--- config.mk ---
export PLATFORM = sky130hd
export DESIGN_NAME = register_file
export DESIGN_NICKNAME = d
export VERILOG_FILES = /design/src/rtl/register_file.sv
export SDC_FILE = /design/constraint.sdc
export NUM_CORES = 1
export LEC_CHECK = 0
export ABC_AREA = 1
export BUFFER_PORTS_ARGS = -buffer_cell sky130_fd_sc_hd__buf_4
export CAP_MARGIN = 5
export CELL_PAD_IN_SITES_DETAIL_PLACEMENT = 2
export CELL_PAD_IN_SITES_GLOBAL_PLACEMENT = 2
export CORE_MARGIN = 2
export CORE_UTILIZATION = 35
export DETAILED_ROUTE_END_ITERATION = 12
export HOLD_SLACK_MARGIN = 0.05
export MAX_ROUTING_LAYER = met4
export PLACE_DENSITY = 0.88
export SLEW_MARGIN = 20
export SYNTH_ARGS = -nofsm -noshare
export SYNTH_HDL_FRONTEND = slang
export SYNTH_SLANG_ARGS = --single-unit
--- constraint.sdc ---
create_clock -name clk -period 12.4 [get_ports clk]
set_input_delay 3.1 -clock clk [delete_from_list [all_inputs] [get_ports clk]]
set_output_delay 3.1 -clock clk [all_outputs]
set_load 0.01 [all_outputs]
--- src/rtl/register_file.sv ---
// Architectural register file for the WISC pipeline: NUM_REGS words, R0 reads zero.
// Latency: reads are combinational with same-cycle write bypass; writes land in the array one cycle later.
// Backpressure: none; the busy scoreboard (Busy1/Busy2/PendingCnt) lets ID stall on pending producers.
//
// Ports:
//   clk, rst                      posedge clock, asynchronous active-high reset
//   SrcReg1/2 -> SrcData1/2       combinational read ports (R0 always 0)
//   WriteReg, DstReg, DstData     WB write port
//   ClaimReg, ClaimAddr           ID marks a destination as pending
//   Busy1/2                       read-port register still awaiting its producer
//   PendingCnt                    registered count of busy registers
module register_file #(
    parameter int DATA_W   = 16,
    parameter int NUM_REGS = 16,
    parameter int ADDR_W   = 4
) (
    input  logic              clk,
    input  logic              rst,
    input  logic [ADDR_W-1:0] SrcReg1,
    input  logic [ADDR_W-1:0] SrcReg2,
    output logic [DATA_W-1:0] SrcData1,
    output logic [DATA_W-1:0] SrcData2,
    input  logic              WriteReg,
    input  logic [ADDR_W-1:0] DstReg,
    input  logic [DATA_W-1:0] DstData,
    input  logic              ClaimReg,
    input  logic [ADDR_W-1:0] ClaimAddr,
    output logic              Busy1,
    output logic              Busy2,
    output logic [ADDR_W:0]   PendingCnt
);

    // Address width must exactly cover the register count.
    generate
        if ($clog2(NUM_REGS) != ADDR_W) begin : g_bad_addr_w
            $error("register_file: ADDR_W must equal $clog2(NUM_REGS)");
        end
    endgenerate

    logic [DATA_W-1:0] regs_q [NUM_REGS];
    logic [DATA_W-1:0] regs_d [NUM_REGS];
    logic [NUM_REGS-1:0] busy_q;
    logic [NUM_REGS-1:0] busy_d;
    logic [ADDR_W:0]     pending_cnt_q;
    logic [ADDR_W:0]     pending_cnt_d;

    // Qualified write/claim: R0 is never written or claimed, and anything
    // presented while reset is asserted is dropped. Gating with rst here also
    // disables the bypass and the busy outputs during reset.
    logic wr_vld;
    logic claim_vld;

    assign wr_vld    = WriteReg && (DstReg != '0) && !rst;
    assign claim_vld = ClaimReg && (ClaimAddr != '0) && !rst;

    // ------------------------------------------------------------------
    // Next-state: register array
    // ------------------------------------------------------------------
    always_comb begin
        for (int i = 0; i < NUM_REGS; i++) begin
            regs_d[i] = regs_q[i];
        end
        if (wr_vld) begin
            regs_d[DstReg] = DstData;
        end
        regs_d[0] = '0;
    end

    // ------------------------------------------------------------------
    // Next-state: busy scoreboard. Claim is applied after the write clear
    // so that a same-cycle claim+write leaves the register busy for the
    // new producer.
    // ------------------------------------------------------------------
    always_comb begin
        busy_d = busy_q;
        if (wr_vld) begin
            busy_d[DstReg] = 1'b0;
        end
        if (claim_vld) begin
            busy_d[ClaimAddr] = 1'b1;
        end
        busy_d[0] = 1'b0;
    end

    // Popcount of the post-update busy vector; R0 is never busy so the
    // result tops out at NUM_REGS-1 and fits in ADDR_W+1 bits.
    always_comb begin
        pending_cnt_d = '0;
        for (int i = 1; i < NUM_REGS; i++) begin
            pending_cnt_d = pending_cnt_d + (ADDR_W + 1)'(busy_d[i]);
        end
    end

    // ------------------------------------------------------------------
    // State
    // ------------------------------------------------------------------
    always_ff @(posedge clk or posedge rst) begin
        if (rst) begin
            for (int i = 0; i < NUM_REGS; i++) begin
                regs_q[i] <= '0;
            end
            busy_q        <= '0;
            pending_cnt_q <= '0;
        end else begin
            for (int i = 0; i < NUM_REGS; i++) begin
                regs_q[i] <= regs_d[i];
            end
            busy_q        <= busy_d;
            pending_cnt_q <= pending_cnt_d;
        end
    end

    // ------------------------------------------------------------------
    // Read port 1: R0 -> 0, else same-cycle bypass, else array.
    // ------------------------------------------------------------------
    always_comb begin
        SrcData1 = '0;
        Busy1    = 1'b0;
        if (!rst && (SrcReg1 != '0)) begin
            if (wr_vld && (DstReg == SrcReg1)) begin
                // Data arrives this cycle via the bypass, so it is not busy.
                SrcData1 = DstData;
                Busy1    = 1'b0;
            end else begin
                SrcData1 = regs_q[SrcReg1];
                Busy1    = busy_q[SrcReg1];
            end
        end
    end

    // ------------------------------------------------------------------
    // Read port 2: identical to port 1, fully independent.
    // ------------------------------------------------------------------
    always_comb begin
        SrcData2 = '0;
        Busy2    = 1'b0;
        if (!rst && (SrcReg2 != '0)) begin
            if (wr_vld && (DstReg == SrcReg2)) begin
                SrcData2 = DstData;
                Busy2    = 1'b0;
            end else begin
                SrcData2 = regs_q[SrcReg2];
                Busy2    = busy_q[SrcReg2];
            end
        end
    end

    assign PendingCnt = pending_cnt_q;

endmodule
# After elaboration in Yosys (flattened, before gate mapping)
# Cells that the tools add are included.
# totals
wordCells	92
n_memories	0
rom_bits	0
ramBits	0
latch_bits	0
reg_bits	260
out_inout_bits	39
inputBits	36
# classes
mul	0
order_cmp	10
bitwise	6
n_addsub	14
eq_ne	2
n_div	0
shift	0
n_reduce_logical	16
mux	27
# op_table
op	n
bitwise mux 256 bit	1
2-to-1 mux 16 bit	11
binary-select mux 16 bit (select 4 bit)	2
demux 16 bit (select 4 bit)	1
adder 5 x 1 -> 5 bit	10
less-than comparator 4 x 5 -> 1 bit (second input constant)	4
AND 16 bit	1
NOT 16 bit	1
OR 16 bit	1
nonzero test 4 bit	4
>= comparator 5 bit (second input constant)	3
NOT 4 -> 5 bit	3
logical AND 1 bit	11
binary-select mux 1 bit (select 4 bit)	2
demux 1 bit (select 4 bit)	2
equality test 4 bit	2
>= comparator 4 x 1 -> 1 bit (second input constant)	2
2-to-1 mux 1 bit	8
adder 4 x 1 -> 5 bit	1
less-than comparator 5 x 1 -> 1 bit (second input constant)	1
adder 3 x 1 -> 4 bit	1
adder 2 x 1 -> 3 bit	1
adder 1 x 1 -> 2 bit	1
logical NOT 1 bit	1

# Longest topological paths before layout
# depth
word_depth	23
ltp_mapped	21
depth_no_buf	19

# Least setup slack after synthesis
# No wires, ideal clock.
# synth_path
path_kind	input to register
startpoint	input port rst
endpoint	register pending_cnt_q[1] (netlist: PendingCnt[1])
arrival_ns	12.473
slack_ns	-0.209
cell_stages	15
path_cell_list	inv_1 -> nand2_1 -> nor2_1 -> inv_1 -> o21ai_0 -> inv_1 -> fa_1 -> fa_1 -> fa_1 -> inv_1 -> fa_1 -> inv_1 -> fa_1 -> inv_1 -> fa_1
# synth_lines
item	line_no	text
start, declared	18	input logic rst,
logical NOT 1 bit (*)	53, 54	
logical AND 1 bit	53	assign wr_vld = WriteReg && (DstReg != '0) && !rst;
2-to-1 mux 16 bit	76	if (wr_vld) begin
OR 16 bit (no source line)	n/a	
2-to-1 mux 16 bit (*)	79	if (claim_vld) begin
via busy_d[8]	43	logic [NUM_REGS-1:0] busy_d;
adder 5 x 1 -> 5 bit (*) (8 in a row)	90	pending_cnt_d = pending_cnt_d + (ADDR_W + 1)'(busy_d[i]);
via pending_cnt_d[1]	45	logic [ADDR_W:0] pending_cnt_d;
end signal, assigned	109	pending_cnt_q <= pending_cnt_d;
end, declared	44	logic [ADDR_W:0] pending_cnt_q;
# Mark *: on every way through the listed nets, which the timed path passes. The rest lies on a longest branch.
# A chain may end at the register's enable or synchronous reset.

# Worst setup path after layout
# layout_path
startpoint	input port SrcReg1[0]
endpoint	output port SrcData1[7]
# layout_between
elab_chain_cells	6
# layout_rtl
item	line_no	text
start, declared	19	input logic [ADDR_W-1:0] SrcReg1,
NOT 4 -> 5 bit (implied by the code)	125	SrcData1 = regs_q[SrcReg1];
binary-select mux 16 bit (select 4 bit)	125	
2-to-1 mux 16 bit (implied by the code) (2 in a row)	125	
2-to-1 mux 16 bit	120	if (wr_vld && (DstReg == SrcReg1)) begin
2-to-1 mux 16 bit (*)	119	if (!rst && (SrcReg1 != '0)) begin
end, declared	21	output logic [DATA_W-1:0] SrcData1,
# Mark *: on every way between the ends. The rest lies on a longest branch, timed or not. The select of a mux whose other input is x is not followed.

==> key figures <==
Min path
  • HP Class: register to register
  • WHS Path Cells: 2

Timing
  • Max Fclk: roughly 0.10 GHz
  • Setup_tns: 0 ns
  • RSZ-0062 raised after global routing: no
  • Slew HR: 0.183
  • Hold Vio Cnt, Final: 0
  • Final setup viols: 0
  • Slew @ Worst Pin: 1.22 ns
  • Max Slew Vio Count: 0
  • Fin crit share: 0.795
  • Setup ws final: approximately 2.5 ns
  • Final Skew: around 0.01 ns
  • Fin crit period: approximately 9.9 ns

CTS
  • Hold_buf cts: 0
  • Clock sink count: between 200 and 300
  • # resized after CTS: 0
  • CTS root buffer: clkbuf_16
  • Maximum clock path buffer count: 3
  • Cts bufs inserted: 34
  • Clock H-tree levels: 2
  • Clock Latency Late Sink: between 0.5 and 0.6 ns
  • CTS tree: yes
  • Postcts setup bufs: 0
  • Clock transition at path regs: about 0.05 ns

Synthesis
  • Part of the Yosys area used for sequential elements: 0.423
  • Cell area after synthesis: 15300 µm²
  • Combinational family with the most area after synthesis: simple AND/OR/NAND/NOR gates
  • Synth area leader: dfrtp_1
  • Post-synthesis instance total: around 2200
  • Avg Inst Size Synth: just under 7 µm²
  • Compound-Gate Fraction of Synth Area: 0.119
  • Count leader, synth: nand2_1
  • Mux contribution to synthesized area: 0
  • Top post-synthesis cells by area: dfrtp_1, nand2_1, nand3_1
  • EDFF count, synth: 0
  • Synth Area in Simple Gates: 0.351
  • Synth cell types: 35
  • Yosys top cell area share: 0.423
  • Synth Area in Adders: 0.0147
  • Top FF cell, synth: dfrtp_1
  • Xor and xnor fraction of the mapped netlist area: 0.00400
  • Commonest cells post-synth: nand2_1, nand3_1, dfrtp_1, o21ai_0, inv_1
  • Count of state elements after synthesis: about 260
  • Synth warn: 0
  • Syn Nets: roughly 2300
  • Synth async-reset ratio: 1.00

Critical path
  • Critical path required time: 9.30 ns
  • Crit path launch type: input port
  • Worst Setup End Kind: output port
  • R2r worst-path depth: 12
  • Critical path arrival: 6.75 ns
  • WS Path Type: input port to output port
  • Max FO, Critical Path: 60

Global routing
  • Largest net degree at the start of global routing: between 70 and 80
  • First-pass GRT wire length: between 100000 and 150000 µm
  • Initial antenna violation count: 2
  • Total track usage: 0.371
  • GRT Residual Overflow: 0
  • Number of global-route vias before repair: 19300

Placement
  • Port Buf Inserts: 73
  • Pre-CTS WS: between 2 and 3 ns
  • Post-DP HPWL: 45600 µm
  • Placed instance count: approximately 2800
  • Routability cong.: 0.905

Finish
  • Synth-to-Final Area Change: 12.5%
  • Post-Layout Cell Count: between 2000 and 3000
  • Layout cell share with drive strength beyond 1: 0.0866
  • Final #Nets: 2250

Drt
  • Pre-antenna DRT Iters: 5
  • Drt via density: a little over 6
  • DRC: 0
  • Drt initial violations: ~1900
  • DR WL/cell: approximately 29 µm
  • Post-route ant nets: 0
  • Final WL: ~81000 µm
  • Vias: around 17000

Power
  • Pwr Density: approximately 180 nW/µm²
  • Max IR drop VDD: 198 µV
  • Lkg Pwr: ~8.1 nW

Die
  • Die area: ~45000 µm²
  • Die W: about 210 µm
  • Initial Util: 0.355
  • Rows: 76
  • Core ar.: approximately 43000 µm²
  • Die Y: 213 µm
  • Ports: between 70 and 80

Status
  • Status: finished, final reports clean

Run
  • Max_cap viols: 0
power by group:
group / switching (W) / internal [W] / leakage, nW
clock network: 0.000435 / 0.000605 / 0.565
registers: 0.000161 / 0.00102 / 3.28
logic: 0.000574 / 0.000289 / 4.27
cell families after synthesis:
| group | after synthesis |
|---|---|
| compound gates | 357 |
| flops | 259 |
| simple gates | 1278 |
| xor+xnor | 7 |
| other cells | 1 |
| fa+ha+maj | 12 |
| buf+inv | 317 |
cell usage in the layout (no fill, tap or decap), types with 2 or more instances in the layout:
| cell type | count |
|---|---|
| buf_6 | 3 |
| nand2_1 | 810 |
| o21ai_1 | 23 |
| clkinv_2 | 7 |
| o211ai_1 | 6 |
| o21ai_0 | 241 |
| nor2_1 | 48 |
| inv_1 | 135 |
| nor2_2 | 9 |
| clkbuf_1 | 8 |
| nand4_1 | 12 |
| fa_1 | 10 |
| inv_2 | 7 |
| xor2_1 | 3 |
| dfrtp_1 | 259 |
| ha_1 | 2 |
| xnor2_1 | 4 |
| clkbuf_16 | 37 |
| nand3_1 | 388 |
| nand2_4 | 2 |
| inv_4 | 2 |
| nor2_4 | 3 |
| clkbuf_8 | 10 |
| a21oi_1 | 78 |
| nand2_2 | 2 |
| or2_2 | 3 |
| o22ai_1 | 4 |
| buf_4 | 103 |
cell type report:
type,count,area [µm²]
Clock inverter,7,38.8
Sequential cell,259,6480
Tap cell,585,732
Multi-Input combinational cell,1655,7520
Clock buffer,55,1090
Timing Repair Buffer,106,807
Inverter,146,558
Fill cell,5121,25900
Antenna cell,1,2.50
worst paths after layout:
| kind | from | slack [ns] | to |
|---|---|---|---|
| setup / recovery | SrcReg1[0] | 2.55 | SrcData1[7] |
| hold / removal | regs_q[114] | 0.50 | regs_q[114] |
| setup reg to reg | busy_q[1] | 8.18 | PendingCnt[1] |
| hold reg to reg | regs_q[114] | 0.50 | regs_q[114] |
| max in group asynchronous | rst | 6.92 | regs_q[43] |
| min in group asynchronous | rst | 2.76 | PendingCnt[0] |
worst max-delay path: stages:
cell and delay [ns]:
buf_4 0.54, buf_4 0.76, nand2_1 0.16, a21oi_2 0.84
nand2_2 0.53, a21oi_1 0.56, buf_4 0.21
stage by stage:
step	power [W]	instance area (µm²)	hold WS (ns)	utilization
2_1_floorplan	0.00166	15300	0.453	-
3_3_place_gp	0.00189	16100	0.467	0.372
3_5_place_dp	0.00199	16100	0.478	0.373
4_1_cts	0.00308	17200	0.505	0.399
5_1_grt	0.00323	17200	0.540	0.399
6_report	0.00309	17200	0.499	0.399
registers in the layout (all words and copies together) (netlist names):
register,cells
PendingCnt,4
regs_q,240
busy_q,15
per-layer routing:
layer | vias up | part of all wire | GRT usage
met5 | - | 0 | -
li1 | 7174 | - | -
met1 | 8861 | 0.39 | 0.447
met3 | 372 | 0.094 | 0.0878
met2 | 965 | 0.45 | 0.565
met4 | 0 | 0.063 | 0.223
Power figures use the tool's default switching activity.
